<file path="src/rtl/contra_screen_pkg.sv">
// Shared types and constants for the screen sequencer: FSM states, brightness range,
// frame-tick scan position, layer ids and the per-channel brightness scaler.
package contra_screen_pkg;

    typedef enum logic [2:0] {
        IDLE     = 3'd0,
        OUT_SPL  = 3'd1,
        IN_SPL   = 3'd2,
        HOLD     = 3'd3,
        OUT_GAME = 3'd4,
        IN_GAME  = 3'd5
    } state_t;

    localparam logic [4:0] BRIGHT_MAX   = 5'd16;
    localparam logic [9:0] FRAME_TICK_X = 10'd0;
    localparam logic [9:0] FRAME_TICK_Y = 10'd480;
    localparam logic [1:0] LAYER_GAME   = 2'd0;

    // (c * b) >> 4 on a 9-bit product; b never exceeds 16 so bit 8 stays clear.
    function automatic logic [3:0] scale(input logic [3:0] c, input logic [4:0] b);
        logic [8:0] prod;
        prod = {5'd0, c} * {4'd0, b};
        return prod[8] ? 4'hF : prod[7:4];
    endfunction

endpackage

</file>
<file path="src/rtl/screen_sequencer_if.sv">
// Control port of the screen sequencer. start is a one-cycle request accepted only while
// busy=0 and screen_id!=0; busy rises the cycle after acceptance; done pulses as busy falls.
interface screen_sequencer_if;
    logic       start;
    logic [1:0] screen_id;
    logic       skip;
    logic       busy;
    logic       done;

    modport master (output start, screen_id, skip, input busy, done);
    modport slave  (input start, screen_id, skip, output busy, done);
endinterface

</file>
<file path="src/rtl/frame_tick_gen.sv">
// One-cycle frame pulse, registered, on the rising edge of "scan position == (0,480)".
module frame_tick_gen
    import contra_screen_pkg::*;
(
    input  logic       vga_clk,
    input  logic       reset,
    input  logic [9:0] DrawX,
    input  logic [9:0] DrawY,
    output logic       frame_tick
);
    logic at_pos;
    logic at_pos_q;

    assign at_pos = (DrawX == FRAME_TICK_X) && (DrawY == FRAME_TICK_Y);

    always_ff @(posedge vga_clk or posedge reset) begin
        if (reset) begin
            at_pos_q   <= 1'b0;
            frame_tick <= 1'b0;
        end else begin
            at_pos_q   <= at_pos;
            frame_tick <= at_pos && !at_pos_q;
        end
    end
endmodule

</file>
<file path="src/rtl/screen_sequencer.sv">
// Splash/game layer sequencer on the VGA pixel path. Define SCREEN_SEQ_FADE_EN for
// brightness fades around each swap; otherwise layers swap on frame ticks at full brightness.
module screen_sequencer
    import contra_screen_pkg::*;
#(
    parameter int HOLD_FRAMES      = 120,
    parameter int FADE_STEP_FRAMES = 4
) (
    input  logic              vga_clk,
    input  logic              reset,
    input  logic [9:0]        DrawX,
    input  logic [9:0]        DrawY,
    input  logic              blank,
    screen_sequencer_if.slave ctrl,
    input  logic [3:0]        game_red,
    input  logic [3:0]        game_green,
    input  logic [3:0]        game_blue,
    input  logic [3:0]        splash_red,
    input  logic [3:0]        splash_green,
    input  logic [3:0]        splash_blue,
    output logic [1:0]        layer_sel,
    output logic [4:0]        brightness,
    output logic              frame_tick,
    output logic [3:0]        red,
    output logic [3:0]        green,
    output logic [3:0]        blue,
    output state_t            state_dbg
);
    // Fade steps and hold frames never overlap, so one frame counter serves both.
    localparam int CNT_MAX = (HOLD_FRAMES > FADE_STEP_FRAMES) ? HOLD_FRAMES : FADE_STEP_FRAMES;
    localparam int CNT_W   = $clog2(CNT_MAX + 1);
    localparam logic [CNT_W-1:0] HOLD_LAST = CNT_W'(HOLD_FRAMES);
`ifdef SCREEN_SEQ_FADE_EN
    localparam logic [CNT_W-1:0] STEP_LAST = CNT_W'(FADE_STEP_FRAMES - 1);
`endif

    state_t           state;
    logic [1:0]       id_q;
    logic             skip_q;
    logic [CNT_W-1:0] cnt;
    logic [CNT_W-1:0] cnt_inc;
    logic             hold_exit;
    logic [3:0]       src_r, src_g, src_b;

    frame_tick_gen u_frame_tick (
        .vga_clk    (vga_clk),
        .reset      (reset),
        .DrawX      (DrawX),
        .DrawY      (DrawY),
        .frame_tick (frame_tick)
    );

    assign cnt_inc   = cnt + CNT_W'(1);
    assign hold_exit = frame_tick && (skip_q || ctrl.skip || (cnt_inc >= HOLD_LAST));
    assign state_dbg = state;

    always_ff @(posedge vga_clk or posedge reset) begin
        if (reset) begin
            state      <= IDLE;
            layer_sel  <= LAYER_GAME;
            brightness <= BRIGHT_MAX;
            ctrl.busy  <= 1'b0;
            ctrl.done  <= 1'b0;
            id_q       <= 2'd0;
            skip_q     <= 1'b0;
            cnt        <= '0;
        end else begin
            ctrl.done <= 1'b0;
            case (state)
                IDLE: begin
                    if (ctrl.start && (ctrl.screen_id != 2'd0)) begin
                        id_q      <= ctrl.screen_id;
                        ctrl.busy <= 1'b1;
                        cnt       <= '0;
                        state     <= OUT_SPL;
                    end
                end
`ifdef SCREEN_SEQ_FADE_EN
                OUT_SPL, OUT_GAME: begin
                    if (frame_tick) begin
                        if (brightness == 5'd0) begin
                            layer_sel <= (state == OUT_SPL) ? id_q : LAYER_GAME;
                            state     <= (state == OUT_SPL) ? IN_SPL : IN_GAME;
                            cnt       <= '0;
                        end else if (cnt == STEP_LAST) begin
                            cnt        <= '0;
                            brightness <= brightness - 5'd1;
                        end else begin
                            cnt <= cnt_inc;
                        end
                    end
                end
                IN_SPL, IN_GAME: begin
                    if (brightness == BRIGHT_MAX) begin
                        cnt    <= '0;
                        skip_q <= 1'b0;
                        if (state == IN_SPL) begin
                            state <= HOLD;
                        end else begin
                            state     <= IDLE;
                            ctrl.busy <= 1'b0;
                            ctrl.done <= 1'b1;
                        end
                    end else if (frame_tick) begin
                        if (cnt == STEP_LAST) begin
                            cnt        <= '0;
                            brightness <= brightness + 5'd1;
                        end else begin
                            cnt <= cnt_inc;
                        end
                    end
                end
                HOLD: begin
                    if (ctrl.skip) skip_q <= 1'b1;
                    if (hold_exit) begin
                        state  <= OUT_GAME;
                        cnt    <= '0;
                        skip_q <= 1'b0;
                    end else if (frame_tick) begin
                        cnt <= cnt_inc;
                    end
                end
`else
                // OUT_SPL only waits for the frame tick that carries the swap.
                OUT_SPL: begin
                    if (frame_tick) begin
                        layer_sel <= id_q;
                        state     <= HOLD;
                        cnt       <= '0;
                        skip_q    <= 1'b0;
                    end
                end
                HOLD: begin
                    if (ctrl.skip) skip_q <= 1'b1;
                    if (hold_exit) begin
                        layer_sel <= LAYER_GAME;
                        state     <= IDLE;
                        ctrl.busy <= 1'b0;
                        ctrl.done <= 1'b1;
                        cnt       <= '0;
                        skip_q    <= 1'b0;
                    end else if (frame_tick) begin
                        cnt <= cnt_inc;
                    end
                end
`endif
                default: state <= IDLE;
            endcase
        end
    end

    always_comb begin
        src_r = game_red;
        src_g = game_green;
        src_b = game_blue;
        if (layer_sel != LAYER_GAME) begin
            src_r = splash_red;
            src_g = splash_green;
            src_b = splash_blue;
        end
    end

    always_ff @(posedge vga_clk or posedge reset) begin
        if (reset) begin
            {red, green, blue} <= '0;
        end else if (!blank) begin
            {red, green, blue} <= '0;
        end else begin
`ifdef SCREEN_SEQ_FADE_EN
            red   <= scale(src_r, brightness);
            green <= scale(src_g, brightness);
            blue  <= scale(src_b, brightness);
`else
            red   <= src_r;
            green <= src_g;
            blue  <= src_b;
`endif
        end
    end
endmodule

</file>
<file path="src/flat_wrapper.sv">
// flat-port wrapper written by rule: the top's interface ports become plain ports
module screen_sequencer_flat import contra_screen_pkg::*;
#(
    parameter int HOLD_FRAMES      = 120,
    parameter int FADE_STEP_FRAMES = 4
)
  (vga_clk, reset, DrawX, DrawY, blank, game_red, game_green, game_blue, splash_red, splash_green, splash_blue, layer_sel, brightness, frame_tick, red, green, blue, state_dbg, ctrl_start, ctrl_screen_id, ctrl_skip, ctrl_busy, ctrl_done);
  screen_sequencer_if ctrl_i ();
  input  logic vga_clk;
  input  logic reset;
  input  logic [9:0] DrawX;
  input  logic [9:0] DrawY;
  input  logic blank;
  input  logic [3:0] game_red;
  input  logic [3:0] game_green;
  input  logic [3:0] game_blue;
  input  logic [3:0] splash_red;
  input  logic [3:0] splash_green;
  input  logic [3:0] splash_blue;
  output logic [1:0] layer_sel;
  output logic [4:0] brightness;
  output logic frame_tick;
  output logic [3:0] red;
  output logic [3:0] green;
  output logic [3:0] blue;
  output state_t state_dbg;
  input wire logic [$bits(ctrl_i.start)-1:0] ctrl_start;
  input wire logic [$bits(ctrl_i.screen_id)-1:0] ctrl_screen_id;
  input wire logic [$bits(ctrl_i.skip)-1:0] ctrl_skip;
  output wire logic [$bits(ctrl_i.busy)-1:0] ctrl_busy;
  output wire logic [$bits(ctrl_i.done)-1:0] ctrl_done;
  assign ctrl_i.start = ctrl_start;
  assign ctrl_i.screen_id = ctrl_screen_id;
  assign ctrl_i.skip = ctrl_skip;
  assign ctrl_busy = ctrl_i.busy;
  assign ctrl_done = ctrl_i.done;
  screen_sequencer #(.HOLD_FRAMES(HOLD_FRAMES), .FADE_STEP_FRAMES(FADE_STEP_FRAMES)) u_core (.vga_clk(vga_clk), .reset(reset), .DrawX(DrawX), .DrawY(DrawY), .blank(blank), .ctrl(ctrl_i), .game_red(game_red), .game_green(game_green), .game_blue(game_blue), .splash_red(splash_red), .splash_green(splash_green), .splash_blue(splash_blue), .layer_sel(layer_sel), .brightness(brightness), .frame_tick(frame_tick), .red(red), .green(green), .blue(blue), .state_dbg(state_dbg));
endmodule
</file>
<file path="config.mk">
export PLATFORM = sky130hd
export DESIGN_NAME = screen_sequencer_flat
export DESIGN_NICKNAME = d
export VERILOG_FILES = /design/src/rtl/contra_screen_pkg.sv /design/src/rtl/screen_sequencer_if.sv /design/src/rtl/frame_tick_gen.sv /design/src/rtl/screen_sequencer.sv /design/src/flat_wrapper.sv
export SDC_FILE = /design/constraint.sdc
export NUM_CORES = 1
export LEC_CHECK = 0
export ABC_AREA = 1
export BUFFER_PORTS_ARGS = -buffer_cell sky130_fd_sc_hd__buf_2
export CAP_MARGIN = 20
export CORE_MARGIN = 2
export CORE_UTILIZATION = 49
export DETAILED_ROUTE_END_ITERATION = 10
export PLACE_DENSITY = 0.89
export SLEW_MARGIN = 20
export SYNTH_ARGS = -nofsm -noshare
export SYNTH_HDL_FRONTEND = slang
export SYNTH_HIERARCHICAL = 1
export SYNTH_SLANG_ARGS = --single-unit
</file>
<file path="constraint.sdc">
create_clock -name vga_clk -period 3.4 [get_ports vga_clk]
set_clock_uncertainty 0.2 [all_clocks]
set_input_delay 0.17 -clock vga_clk [delete_from_list [all_inputs] [get_ports vga_clk]]
set_output_delay 0.17 -clock vga_clk [all_outputs]
set_load 0.02 [all_outputs]
</file>
==> flow_summary.toml <==
[floorplan]
fp.dieW_um = 59.9
num_rows = 20
pin_count = 76
die_area_um2 = 3580
initial_core_util = 0.509
die_h_um = 59.9
core-area_um2 = 3000

[route]
vias_per_cell = 4.86
drc = 0
wl_met1_mm = 1.52
wl_per_cell_um = 12.5
vias = 1588
drtPass1Iterations = 4
drt_iter0_drc = 98
route.met2.wl_mm = 2.29
totalWireLength_mm = 4.08
highest_layer = "met4"
wl_met3_um = 182
route.antenna.remaining_nets = 0

[sta]
rsz0062_at_grt = "no"
relSlewSlack = 0.561
finalHoldViolCount = 0
worstMarginPinSlew_ps = 655
fin_tns_setup_ps = 0
maxSlewViolCount = 0
finalCriticalPeriod_ps = 2450
setup_viol_count_final = 0
fmax_mhz = 408
period_share = 0.720

[yosys]
synth_warnings = 16
synth_seq_cells = 30
netlist_area_um2 = 1530
syn-mean-instance-area_um2 = 8.01
syn-instance-count = 191
synth_cell_types = 26
synth-seq-area-share = 0.491

[place]
place_congestion = 0.748
port_buffers = 69
placedCellCount = 288
place_hpwl_mm = 2.48
place_area_um2 = 1870

[clock_network]
post_cts_resized = 0
clock-root-buffer = "clkbuf_4"
clkSinkCount = 30
cts_tree = "done"
post_cts_buffers = 0
cts.path.max_buffers = 2
clk_latency_ps = 330
h-tree-depth = 2
cts.clk_slew.worst_paths_ps = 90
cts_buffers = 5

[critical_path]
cp_max_fo = 13
worst_ep_required_time_ps = 3420
start_kind = "flop"
cp_common_cell = "nor2_1"
path_cells = "nor2_1 > inv_1 > nor2_1 > nor2_1 > dlygate4sd3_1"
arrival_ps = 2470
critPathCaptureType = "flop"
critPathSlowestCell = "dlygate4sd3_1"
max_stage_delay_ps = 560
reg2regPathDepth = 5
crit_type = "reg2reg"

[grt]
grt_overflow = 0
grt_pass1_vias = 1540
grt_max_degree = 29
antenna_found_initial = 0
grt_pass1_wl_mm = 6.22
grt_util_all_layers = 0.235

[layout]
n_antenna_cell = 0
nFillCells = 202
fin_nets = 345
stdcell_count = 327
layout-drive-gt1-share = 0.310
postLayoutCoreUtil = 0.747
syn_to_final_growth_pct = 46.7
post-route-cell-area_um2 = 2240

[run_status]
outcome = "complete, no violations"

[power]
p_leak_nw = 1.27
finalPower_w = 0.000700
peakVddDrop_uv = 215
power.density_nw_per_um2 = 312

[worst_hold_path]
hp-class = "in2async"

[run]
cap_viol_max_count = 0
report_power, final:
group / internal (W) / total (W) / switching [W]
sequential: 0.000365 / 0.000369 / 0.00000326
combinational: 0.0000547 / 0.000105 / 0.0000506
clock: 0.000100 / 0.000226 / 0.000126
total: 0.000520 / 0.000700 / 0.000180
worst paths after layout:
kind	start	end	slack (ps)
max reg2reg	u_core/layer_sel[1]	u_core/blue[3]	950
max	u_core/layer_sel[1]	u_core/blue[3]	950
min in group vga_clk	ctrl_start	u_core/state_dbg[0]	50
min reg2reg	u_core/u_frame_tick/at_pos_q	u_core/u_frame_tick/frame_tick	220
min	reset	u_core/u_frame_tick/at_pos_q	30
max in group asynchronous	reset	u_core/cnt[4]	2380
metrics by stage:
stage	hold slack (ps)	setup WS [ps]
after floorplan	-289	1670
after global placement	-171	1600
after detailed placement	-165	1550
after CTS	23.2	1030
after global routing	32.8	744
final	33.6	952
critical path, delay by kind of cell, from the launching register on:
family / cells / cell delay, ps
flip-flops: 1 / 410
buffers and inverters: 2 / 920
AND/OR/NAND/NOR: 3 / 800
logic make-up after synthesis:
| family | synth area share |
|---|---|
| flops | 0.491 |
| simple gates | 0.300 |
| fa+ha+maj | 0.00818 |
| xor+xnor | 0.00573 |
| compound gates | 0.101 |
| buf+inv | 0.0917 |
| other cells | 0.00245 |
cells in the final DEF (no fill, tap or decap), types with 3 or more instances in the layout:
| master | instances |
|---|---|
| nand2_1 | 40 |
| nor2_2 | 3 |
| clkbuf_4 | 5 |
| inv_1 | 20 |
| buf_2 | 69 |
| nand3_1 | 10 |
| conb_1 | 6 |
| o21ai_0 | 14 |
| dlygate4sd3_1 | 31 |
| nor2_1 | 39 |
| dfrtp_1 | 30 |
| o22ai_1 | 4 |
timing repair:
| item | in CTS | in global routing |
|---|---|---|
| hold endpoints to repair | 47 | 0 |
| endpoints found under the setup margin | 0 | 0 |
| hold buffers | 31 | 0 |
layout make-up:
cell class              instances  area, um2  area share
flip-flops and latches         30        751       0.335
multi-input cells             135        657       0.293
repair buffers                100        656       0.292
inverters                      21       78.8      0.0351
clock buffers                   7       55.1      0.0245
well taps                      33       41.3      0.0184
clock inverters                 1       5.00     0.00223
flip-flops by register name (all words and copies together), names as in the netlist:
name and cells:
u_core/blue 4, u_core/cnt 7, u_core/ctrl.busy 1, u_core/ctrl.done 1, u_core/green 4, u_core/id_q 2, u_core/layer_sel 2, u_core/red 4
u_core/skip_q 1, u_core/state_dbg 2, u_core/u_frame_tick/at_pos_q 1, u_core/u_frame_tick/frame_tick 1
synth_stat cells:
master / n / area share
nand2_4: 2 / 0.015
nand3_1: 10 / 0.033
or2_1: 1 / 0.0041
buf_4: 6 / 0.029
a21oi_2: 1 / 0.0057
buf_2: 1 / 0.0033
o21ai_0: 14 / 0.046
xor2_1: 1 / 0.0057
conb_1: 1 / 0.0025
nand2_2: 2 / 0.0082
o22ai_2: 1 / 0.0082
nand2_1: 40 / 0.098
nor2_1: 39 / 0.096
o21a_1: 1 / 0.0049
o31ai_1: 1 / 0.0049
dfrtp_1: 30 / 0.49
clkbuf_1: 3 / 0.0074
o22ai_1: 4 / 0.016
inv_1: 21 / 0.052
nand4_1: 2 / 0.0082
nor2_2: 3 / 0.012
nand3_2: 2 / 0.013
o21ai_2: 2 / 0.011
ha_1: 1 / 0.0082
nand2_8: 1 / 0.013
o21ai_1: 1 / 0.0033
metal layers:
layer,vias up,global-route usage
li1,793,-
met3,10,0.0476
met5,-,0
met1,724,0.250
met2,61,0.430
met4,0,0.121
Power figures use the tool's default switching activity.
